`src/rtl/sd_audio_pkg.sv`:
```
`default_nettype none
// ============================================================================
//  Module   : sd_audio_pkg
//  Purpose  : Shared types and constants for the SD-card audio streaming path.
//             Holds the scheduler state enum and the byte sizes of one SD
//             sector and of one half of the ping-pong audio RAM.
//  Revision : 1.0 - initial release
// ============================================================================
package sd_audio_pkg;

    // Scheduler FSM states
    typedef enum logic [2:0] {
        IDLE  = 3'd0,
        REQ   = 3'd1,
        XFER  = 3'd2,
        CHECK = 3'd3,
        WAIT  = 3'd4,
        STOP  = 3'd5
    } sched_state_t;

    localparam int unsigned SEC_BYTES  = 512;
    localparam int unsigned HALF_BYTES = 4096;

endpackage
`default_nettype wire

```
`src/rtl/sd_sec_addr_gen.sv`:
```
`default_nettype none
// ============================================================================
//  Module   : sd_sec_addr_gen
//  Purpose  : Holds the SD sector address sent with each read request.
//             Advances by one per completed sector. At the last sector of the
//             file it either wraps to the first sector (SD_BUF_LOOP_EN defined)
//             or holds (SD_BUF_LOOP_EN undefined; the scheduler stops).
//  Ports    : clk       in   1   system clock
//             rst_n     in   1   asynchronous active-low reset
//             i_advance in   1   current sector finished, step the address
//             o_rd_sec  out  32  current sector address
//  Config   : SD_BUF_LOOP_EN - wrap from OADDR back to SADDR
//  Revision : 1.0 - initial release
// ============================================================================
module sd_sec_addr_gen #(
    parameter logic [31:0] SADDR = 32'd32784,
    parameter logic [31:0] OADDR = 32'd15269887
) (
    input  logic        clk,
    input  logic        rst_n,
    input  logic        i_advance,
    output logic [31:0] o_rd_sec
);

    logic [31:0] r_rd_sec;

    always_ff @(posedge clk or negedge rst_n) begin
        if (!rst_n) begin
            r_rd_sec <= SADDR;
        end else if (i_advance) begin
            if (r_rd_sec == OADDR) begin
`ifdef SD_BUF_LOOP_EN
                r_rd_sec <= SADDR;
`else
                // End of file: the scheduler stops, address is parked here.
                r_rd_sec <= r_rd_sec;
`endif
            end else begin
                r_rd_sec <= r_rd_sec + 32'd1;
            end
        end
    end

    assign o_rd_sec = r_rd_sec;

endmodule
`default_nettype wire

```
`src/rtl/sd_buf_scheduler.sv`:
```
`default_nettype none
// ============================================================================
//  Module   : sd_buf_scheduler
//  Purpose  : Sequences SD sector reads into the 8 KB ping-pong audio RAM.
//             Primes both 4 KB halves, enables playback, then refills each
//             half as the WAV reader drains it.
//  Ports    : clk_50M      in   1   system clock
//             rst_n        in   1   asynchronous active-low reset
//             start        in   1   SD init done (sampled in IDLE only)
//             rd_req       out  1   sector read request
//             rd_sec       out  32  sector address, stable while rd_req=1
//             rd_ack       in   1   request accepted (pulse)
//             sec_done     in   1   sector written to RAM (pulse)
//             wr_half      out  1   RAM half receiving data
//             half_valid   out  2   per-half full flags
//             half_drained in   2   per-half reader-finished pulses
//             play_en      out  1   playback enable (sticky once primed)
//             underrun     out  1   sticky underrun flag
//             play_end     out  1   end of file played out
//  Config   : SD_BUF_LOOP_EN - loop the file forever; play_end stays 0
//  Revision : 1.0 - initial release
// ============================================================================
module sd_buf_scheduler
    import sd_audio_pkg::*;
#(
    parameter logic [31:0] SADDR     = 32'd32784,
    parameter logic [31:0] OADDR     = 32'd15269887,
    parameter int unsigned SEC_PER_H = HALF_BYTES / SEC_BYTES
) (
    input  logic        clk_50M,
    input  logic        rst_n,
    input  logic        start,
    output logic        rd_req,
    output logic [31:0] rd_sec,
    input  logic        rd_ack,
    input  logic        sec_done,
    output logic        wr_half,
    output logic [1:0]  half_valid,
    input  logic [1:0]  half_drained,
    output logic        play_en,
    output logic        underrun,
    output logic        play_end
);

    localparam int unsigned      c_cnt_w    = (SEC_PER_H > 1) ? $clog2(SEC_PER_H) : 1;
    localparam logic [c_cnt_w-1:0] c_cnt_last = c_cnt_w'(SEC_PER_H - 1);

    sched_state_t       r_state;
    sched_state_t       w_state_nxt;
    logic [c_cnt_w-1:0] r_sec_cnt;
    logic               r_rd_req;
    logic               r_wr_half;
    logic [1:0]         r_half_valid;
    logic               r_play_en;
    logic               r_underrun;

    logic               w_advance;
    logic               w_fill_done;
    logic               w_eof;
    logic [31:0]        w_rd_sec;
    logic [1:0]         w_drain_ok;
    logic [1:0]         w_fill_mask;
    logic               w_underrun_hit;

    sd_sec_addr_gen #(
        .SADDR (SADDR),
        .OADDR (OADDR)
    ) u_addr_gen (
        .clk       (clk_50M),
        .rst_n     (rst_n),
        .i_advance (w_advance),
        .o_rd_sec  (w_rd_sec)
    );

`ifdef SD_BUF_LOOP_EN
    assign w_eof = 1'b0;
`else
    assign w_eof = (w_rd_sec == OADDR);
`endif

    // ------------------------------------------------------------------
    // Next-state logic
    // ------------------------------------------------------------------
    always_comb begin
        w_state_nxt = r_state;
        w_advance   = 1'b0;
        w_fill_done = 1'b0;
        case (r_state)
            IDLE: begin
                if (start) w_state_nxt = REQ;
            end
            REQ: begin
                if (rd_ack) w_state_nxt = XFER;
            end
            XFER: begin
                if (sec_done) begin
                    w_advance = 1'b1;
                    if (w_eof) begin
                        // Last file sector: publish the (possibly partial) half.
                        w_fill_done = 1'b1;
                        w_state_nxt = STOP;
                    end else if (r_sec_cnt == c_cnt_last) begin
                        w_fill_done = 1'b1;
                        w_state_nxt = CHECK;
                    end else begin
                        w_state_nxt = REQ;
                    end
                end
            end
            // r_wr_half has already toggled to the next half to fill.
            CHECK: begin
                w_state_nxt = r_half_valid[r_wr_half] ? WAIT : REQ;
            end
            WAIT: begin
                if (half_drained[r_wr_half]) w_state_nxt = REQ;
            end
            STOP: begin
                w_state_nxt = STOP;
            end
            default: begin
                w_state_nxt = IDLE;
            end
        endcase
    end

    // Drain pulses only count against halves that are actually full.
    assign w_drain_ok     = half_drained & r_half_valid;
    assign w_fill_mask    = {w_fill_done & r_wr_half, w_fill_done & ~r_wr_half};
    assign w_underrun_hit = r_play_en &
                            ((w_drain_ok[0] & ~r_half_valid[1]) |
                             (w_drain_ok[1] & ~r_half_valid[0]));

    // ------------------------------------------------------------------
    // State and bookkeeping registers
    // ------------------------------------------------------------------
    always_ff @(posedge clk_50M or negedge rst_n) begin
        if (!rst_n) begin
            r_state      <= IDLE;
            r_sec_cnt    <= '0;
            r_rd_req     <= 1'b0;
            r_wr_half    <= 1'b0;
            r_half_valid <= 2'b00;
            r_play_en    <= 1'b0;
            r_underrun   <= 1'b0;
        end else begin
            r_state  <= w_state_nxt;
            // Request rises one cycle after entering REQ, drops on accept.
            r_rd_req <= (r_state == REQ) && !rd_ack;
            if (w_advance) begin
                r_sec_cnt <= w_fill_done ? '0 : r_sec_cnt + c_cnt_w'(1);
            end
            if (w_fill_done) begin
                r_wr_half <= ~r_wr_half;
            end
            // Drain of one half and fill of the other may land together.
            r_half_valid <= (r_half_valid & ~w_drain_ok) | w_fill_mask;
            if (&r_half_valid) begin
                r_play_en <= 1'b1;
            end
            if (w_underrun_hit) begin
                r_underrun <= 1'b1;
            end
        end
    end

`ifdef SD_BUF_LOOP_EN
    assign play_end = 1'b0;
`else
    logic r_play_end;

    always_ff @(posedge clk_50M or negedge rst_n) begin
        if (!rst_n) begin
            r_play_end <= 1'b0;
        end else if ((r_state == STOP) && (r_half_valid == 2'b00)) begin
            r_play_end <= 1'b1;
        end
    end

    assign play_end = r_play_end;
`endif

    assign rd_req     = r_rd_req;
    assign rd_sec     = w_rd_sec;
    assign wr_half    = r_wr_half;
    assign half_valid = r_half_valid;
    assign play_en    = r_play_en;
    assign underrun   = r_underrun;

endmodule
`default_nettype wire
```
`config.mk`:
```
export PLATFORM = sky130hd
export DESIGN_NAME = sd_buf_scheduler
export DESIGN_NICKNAME = d
export VERILOG_FILES = /design/src/rtl/sd_audio_pkg.sv /design/src/rtl/sd_sec_addr_gen.sv /design/src/rtl/sd_buf_scheduler.sv
export SDC_FILE = /design/constraint.sdc
export NUM_CORES = 1
export LEC_CHECK = 0
export ABC_AREA = 1
export ABC_CLOCK_PERIOD_IN_PS = 2150
export BUFFER_PORTS_ARGS = -buffer_cell sky130_fd_sc_hd__clkbuf_2
export CAP_MARGIN = 10
export CORE_ASPECT_RATIO = 1.25
export CORE_UTILIZATION = 48
export CTS_CLUSTER_SIZE = 30
export DETAILED_ROUTE_END_ITERATION = 8
export PLACE_DENSITY_LB_ADDON = 0.2
export SKIP_CTS_REPAIR_TIMING = 1
export SYNTH_ARGS = -nofsm -noshare
export SYNTH_HDL_FRONTEND = slang
export SYNTH_SLANG_ARGS = --single-unit
```
`constraint.sdc`:
```
create_clock -name clk_50M -period 2.15 [get_ports clk_50M]
set_input_delay 0.3225 -clock clk_50M [delete_from_list [all_inputs] [get_ports clk_50M]]
set_output_delay 0.3225 -clock clk_50M [all_outputs]
set_load 0.05 [all_outputs]
```
After elaboration in Yosys (flattened, before gate mapping)
Cells that the tools add are included.
Widths: inputs -> output; s select.
{"block": "word_totals", "ff_bits": 45, "out_inout_bits": 39}
{"block": "op_classes", "add_sub_neg": 2, "order_cmp": 1, "eq_ne": 11, "n_mux": 19, "n_bitwise": 14, "reduce_logical": 8}
{"cell": "$add 32x1->32 const B", "count": 1}
{"cell": "$eq 32x24->1 const B", "count": 1}
{"cell": "$mux 3", "count": 7}
{"cell": "$pmux 3 s6", "count": 1}
{"cell": "$mux 1", "count": 10}
{"cell": "$eq 3x3->1 const B", "count": 3}
{"cell": "$ne 2x2->1 const B", "count": 4}
{"cell": "$eq 3x2->1 const B", "count": 2}
{"cell": "$and 1x1->1", "count": 5}
{"cell": "$and 2x2->2", "count": 2}
{"cell": "$not 1->1", "count": 4}
{"cell": "$reduce_and 2->1", "count": 2}
{"cell": "$reduce_and 4->1", "count": 1}
{"cell": "$add 3x1->3 const B", "count": 1}
{"cell": "$eq 3x1->1 const B", "count": 1}
{"cell": "$logic_not 3->1", "count": 1}
{"cell": "$logic_and 1x1->1", "count": 2}
{"cell": "$logic_not 2->1", "count": 1}
{"cell": "$lt 1x2->1 const B", "count": 1}
{"cell": "$mux 2", "count": 1}
{"cell": "$not 2->2", "count": 1}
{"cell": "$or 2x2->2", "count": 1}
{"cell": "$logic_not 1->1", "count": 1}
{"cell": "$or 1x1->1", "count": 1}

Longest topological paths before layout
Gate-level depths: netlist (run 1).
{"block": "logic_depth", "ltp_word": 7, "mapped_depth": 11, "depth_no_buf": 10}

By module
A second synthesis (run 1) with hierarchy kept.
{"block": "hier_totals", "cells_unflattened": 506, "hier_area_um2": 3158.0}
{"mod": "sd_sec_addr_gen", "instances": 1, "cells_each": 371, "area_per_inst_um2": 2258.4}
{"mod": "sd_buf_scheduler", "instances": 1, "cells_each": 135, "area_per_inst_um2": 899.6}

Least setup slack after synthesis (run 1)
Ideal clock, no wire load.
{"block": "synth_path", "path_kind": "register to register", "from": "register u_addr_gen.r_rd_sec[0] (netlist: u_addr_gen.o_rd_sec[0])", "to": "register u_addr_gen.r_rd_sec[28] (netlist: u_addr_gen.o_rd_sec[28])", "setup_time_ns": 0.118, "arrival_ns": 1.899, "required_time_ns": 2.032, "setup_slack_ns": 0.133, "path_stages_with_launch": 12, "path_buffers": 1, "path_cell_list": "dfrtp_1 ha_1 inv_1 nor2_4 nand2_4 nor2_8 nand2_4 nand2_8 inv_4 buf_6 nand2_1 nand2_1"}
{"block": "synth_between", "elab_chain_cells": 3, "word_cells_on_any_way": 4, "cone_classes": "add/sub (1); eq/ne (1); bitwise (1); reduce/logical (1)"}
{"element": "start: declaration", "line": "sd_sec_addr_gen.sv:25", "source": "logic [31:0] r_rd_sec;"}
{"element": "start signal: assignment", "line": "sd_sec_addr_gen.sv:36", "source": "r_rd_sec <= r_rd_sec;"}
{"element": "start signal: assignment", "line": "sd_sec_addr_gen.sv:39", "source": "r_rd_sec <= r_rd_sec + 32'd1;"}
{"element": "parallel branches: the longest is 3 deep, another holds $add 32x1->32"}
Parallel ways; which one is timed is not known.
A chain may end at the register's enable or synchronous reset.

Final worst setup path (run 1)
{"block": "layout_path", "from": "register u_addr_gen.r_rd_sec[0] (netlist: u_addr_gen.o_rd_sec[0])", "to": "register u_addr_gen.r_rd_sec[19] (netlist: u_addr_gen.o_rd_sec[19])"}
The elaborated chain is that of the path after synthesis.

==> qor.yml, run 1 <==
outcome: "finished, final reports clean"
start_kind: "flop"
nNetsFinal: 502
synth_xor_area_frac: 0.0480
synth_fp_nets: 451
synthArstFlopShare: 1.00
synthCells: 441
layout_setup_ws_ns: 0.239
synth_top_family_by_area: "simple AND/OR/NAND/NOR gates"
synthTopCellsByArea: "dfrtp_1 (37%), nand2_1 (28%), nor2_1 (7.2%)"
synth.area.mux_share: 0
clkSinkCount: 45
yosysSeqAreaShare: 0.387
vias_per_cell: 5.11
synth_top_area_cell: "dfrtp_1"
crit_required_ns: 2.34
critPathMaxFanout: 30
ir_drop_v: 0.000418
synthFlopType: "dfrtp_1"
dpl_worst_slack_ns: 0.250
rsz0062_at_grt: "no"
cts-buffers-inserted: 5
synth_edf_count: 0
synth-adder-area-share: 0.0129
power_mw: 2.23
cpMaxStageDelayCell: "dfrtp_1"
ys_ff_latch: 45
period_needed_ns: 1.91
die-area_um2: 6400
hold_violations: 0
slowest_delay_ns: 0.43
io_pins: 46
yosys.area.top_type_share: 0.369
fmax_mhz: 523
track_usage: 0.238
cap_violations: 0
r2r_setup_slack_ns: 0.24
drt_first_pass_iters: 4
period_share: 0.889
grt_pass1_vias: 2657
chipHeight_um: 89.2
fin_setup_tns_ns: 0
totalWireLength_um: 6950
cts_tree: "yes"
synthTopCellsByCount: "nand2_1 (220), nor2_1 (56), dfrtp_1 (43)"
synth_area_um2: 2920
cts_buffer_depth: 2
arrival_ns: 2.10
drt-wirelength-per-cell_um: 12.4
yosys.cell_types.count: 29
rows: 31
tightest_slew_ns: 0.577
gp_congestion: 0.925
crit_chain: "ha_1, inv_1, nor2_4, nand2_4, nor2_8, nand2_4, nand2_8, inv_4, nand2_1, nand2_1"
critPathTopFamily: "simple AND/OR/NAND/NOR gates"
synth_compound_area_frac: 0.0390
drc: 0
layout-drive-gt1-share: 0.146
htreeDepth: 2
n_antenna_cell: 0
syn_avg_cell_area_um2: 6.62
cts.clk_slew.worst_paths_ns: 0.08
die_w_um: 71.8
dp_hpwl_um: 5390
drtAntennaViolNets: 0
grt.overflow.total: 0
antenna_found_initial: 0
fp.coreArea_um2: 5820
setup_violations: 0
synth_simple_gate_area_frac: 0.447
hold_class: "input pin to async pin"
insertion_delay_ns: 0.30
slew_viol_final: 0
yosys_warnings: 0
post-route-util: 0.567
startpoint: "u_addr_gen.o_rd_sec[0]"
vias: 2855
power_density_nw_per_um2: 676
portBuffers: 45
areaGrowthSynthToFinish_pct: 13.0
reg2reg_from: "u_addr_gen.o_rd_sec[0]"
root_buffer: "clkbuf_8"
path_buf_inv: 2
start_util: 0.502
drt_iter0_drc: 149
grt_max_degree: 46
fin_worst_skew_ns: 0.00896
yosysMostFrequentCell: "nand2_1"
grt_pass1_wl_um: 11800
max_slew_margin: 0.615
leakagePower_nw: 1.77
cp-end-kind: "flop"
path_class: "flop to flop"
==> cell usage in the layout, fill, tap and decap left out <==
cell type,netlist,routed
nand2_2,1,1
clkbuf_8,0,6
buf_4,2,4
inv_2,1,1
nand2_8,1,1
xor2_1,8,8
o22ai_1,1,1
nor3_2,1,1
a31o_2,2,2
inv_1,36,36
o211ai_1,2,2
nor3_1,4,4
nand3_1,17,17
nand2_4,2,2
clkbuf_1,0,2
dfrtp_1,43,43
o21ai_1,2,2
nor2_2,3,3
inv_4,1,1
nor2_8,1,1
nand3b_1,5,5
xnor2_1,8,8
o21ai_0,11,11
clkbuf_2,0,45
ha_1,3,3
nand4_1,1,1
nand2_1,220,220
nor2_1,56,56
a21oi_1,2,2
nor2_4,2,2
dfstp_2,2,2
==> logic make-up (layout without fill, tap and decap cells) <==
kind of cell,after synthesis,in the layout
fa+ha+maj,3,3
simple gates,314,314
flops,45,45
buf+inv,43,95
xor+xnor,16,16
compound gates,20,20
==> state kept, by name, indices dropped and copies added, names as in the netlist <==
name                 flops
half_valid               2
u_addr_gen.o_rd_sec     32
underrun                 1
r_state                  3
r_sec_cnt                3
wr_half                  1
play_end                 1
rd_req                   1
play_en                  1
==> report_power, final <==
| part | switching [mW] | internal [mW] |
|---|---|---|
| sequential | 0.0937 | 0.936 |
| clock | 0.284 | 0.263 |
| combinational | 0.478 | 0.174 |
| total | 0.856 | 1.37 |
==> per-stage QoR <==
step / instance area (um2) / hold WS (ns) / instances
after global placement: 3210 / 0.445 / 551
after detailed placement: 3210 / 0.450 / 551
after CTS: 3300 / 0.126 / 559
final: 3300 / 0.101 / 559
after global routing: 3300 / 0.166 / 559
after floorplan: 2920 / 0.0269 / 441
==> worst paths after layout <==
kind | endpoint | cells after the start
max in group asynchronous | u_addr_gen.o_rd_sec[21] | 2
worst max register to register | u_addr_gen.o_rd_sec[19] | 10
worst min-delay path | u_addr_gen.o_rd_sec[14] | 2
worst min register to register | play_end | 1
worst max-delay path | u_addr_gen.o_rd_sec[19] | 10
min in group clk_50M | half_valid[1] | 4
==> final cells by class <==
class / count / area [um2]
Sequential cell: 45 / 1130
Inverter: 38 / 145
Timing Repair Buffer: 49 / 255
Clock buffer: 8 / 90.1
Tap cell: 66 / 82.6
Fill cell: 578 / 2520
Multi-Input combinational cell: 353 / 1600
==> per-layer routing <==
metal	wire, um	vias up	global-route usage
li1	-	1459	-
met1	3020	1330	0.272
met2	3550	52	0.444
met3	218	14	0.0395
met4	161	0	0.0909
met5	0	-	0
(Power assumes the default switching activity.)
==> run 2: changes to the inputs <==
CORE_UTILIZATION = 50   (was 48)
==> qor.yml, run 2 (synthesized netlist as in run 1, its figures left out) <==
start_kind: "flop"
largest_reg_flops: 32
fin_setup_tns_ns: 0
grt_pass1_wl_um: 12100
cp-end-kind: "flop"
start_util: 0.529
dp.cells: 550
antenna_found_initial: 0
grt.overflow.total: 0
period_share: 0.896
io_pins: 46
drc: 0
arrival_ns: 2.12
cts_tree: "yes"
power_mw: 2.23
gp_congestion: 0.932
grt.met3_usage: 0.0475
drt_first_pass_iters: 4
ir_drop_v: 0.000476
layout_setup_ws_ns: 0.223
worstReg2RegEnd: "u_addr_gen.o_rd_sec[24]"
hold_slack_ns: 0.0971
grt_pass1_vias: 2811
use_met2: 0.455
grt_busiest_layer: "met2"
r2r_setup_slack_ns: 0.22
die-area_um2: 6150
cap_violations: 0
hold_violations: 0
reg2reg_from: "u_addr_gen.o_rd_sec[0]"
tightest_slew_ns: 0.806
fp.coreArea_um2: 5520
track_usage: 0.251
dp_hpwl_um: 5420
grt_max_degree: 33
drtAntennaViolNets: 0
cts_buffer_depth: 2
clkSinkCount: 45
n_antenna_cell: 0
fin_worst_skew_ns: 0.00844
insertion_delay_ns: 0.30
cts.clk_slew.worst_paths_ns: 0.09
grt_util_met1: 0.275
crit_required_ns: 2.35
drt_iter0_drc: 181
rows: 30
nNetsFinal: 503
portBuffers: 45
leakagePower_nw: 1.77
vias: 2859
vias_per_cell: 5.12
worstRegToRegCells: 10
max_slew_margin: 0.463
htreeDepth: 2
rsz0062_at_grt: "no"
root_buffer: "clkbuf_8"
chipHeight_um: 87.4
path_class: "flop to flop"
power_density_nw_per_um2: 676
layout-drive-gt1-share: 0.148
die_w_um: 70.3
stdcell_count: 558
drt-wirelength-per-cell_um: 12.4
critPathMaxFanout: 31
layout_common_cells: "nand2_1 (220), nor2_1 (56), clkbuf_2 (45)"
dpl_worst_slack_ns: 0.246
totalWireLength_um: 6920
cts-buffers-inserted: 5
fmax_mhz: 519
setup_violations: 0
hold_class: "input pin to async pin"
period_needed_ns: 1.93
final_common_cell: "nand2_1"
slew_viol_final: 0
areaGrowthSynthToFinish_pct: 13.2
outcome: "finished, final reports clean"
run 2: power by group:
part	switching, mW	total, mW	internal (mW)
registers	0.0953	1.03	0.936
clock network	0.289	0.552	0.263
logic	0.476	0.651	0.174
run 2: critical path, cell delays in order (launching register included):
cell,delay (ns)
dfrtp_1,0.43
ha_1,0.24
inv_1,0.09
nor2_4,0.18
nand2_4,0.12
nor2_8,0.16
nand2_4,0.09
nand2_8,0.18
inv_4,0.15
nand2_1,0.10
nand2_1,0.05
run 2: how the worst max path moves through the flow:
stage                                       from                 endpoint  slack, ns  depth (start not counted)
after floorplan           u_addr_gen.o_rd_sec[0]  u_addr_gen.o_rd_sec[28]       0.13                         11
after global placement    u_addr_gen.o_rd_sec[0]  u_addr_gen.o_rd_sec[20]       0.34                         10
after global routing      u_addr_gen.o_rd_sec[0]  u_addr_gen.o_rd_sec[26]       0.06                         10
after CTS                 u_addr_gen.o_rd_sec[0]  u_addr_gen.o_rd_sec[17]       0.22                         10
final                     u_addr_gen.o_rd_sec[0]  u_addr_gen.o_rd_sec[24]       0.22                         10
after detailed placement  u_addr_gen.o_rd_sec[0]  u_addr_gen.o_rd_sec[24]       0.25                         10
run 2: metrics by stage:
stage | cell area, um2 | utilization
3_5_place_dp | 3210 | 0.582
3_3_place_gp | 3210 | 0.582
6_report | 3300 | 0.599
4_1_cts | 3300 | 0.599
5_1_grt | 3300 | 0.599
2_1_floorplan | 2920 | -
run 2: final cells by class:
| class | count | area, um2 |
|---|---|---|
| fillers | 556 | 2210 |
| multi-input cells | 353 | 1600 |
| flip-flops and latches | 45 | 1130 |
| repair buffers | 50 | 263 |
| inverters | 38 | 145 |
| clock buffers | 8 | 90.1 |
| well taps | 64 | 80.1 |
run 2: per-layer routing:
metal | part of all wire | up-vias
li1 | - | 1450
met1 | 0.41 | 1305
met2 | 0.51 | 83
met3 | 0.050 | 21
met4 | 0.038 | 0
met5 | 0 | -
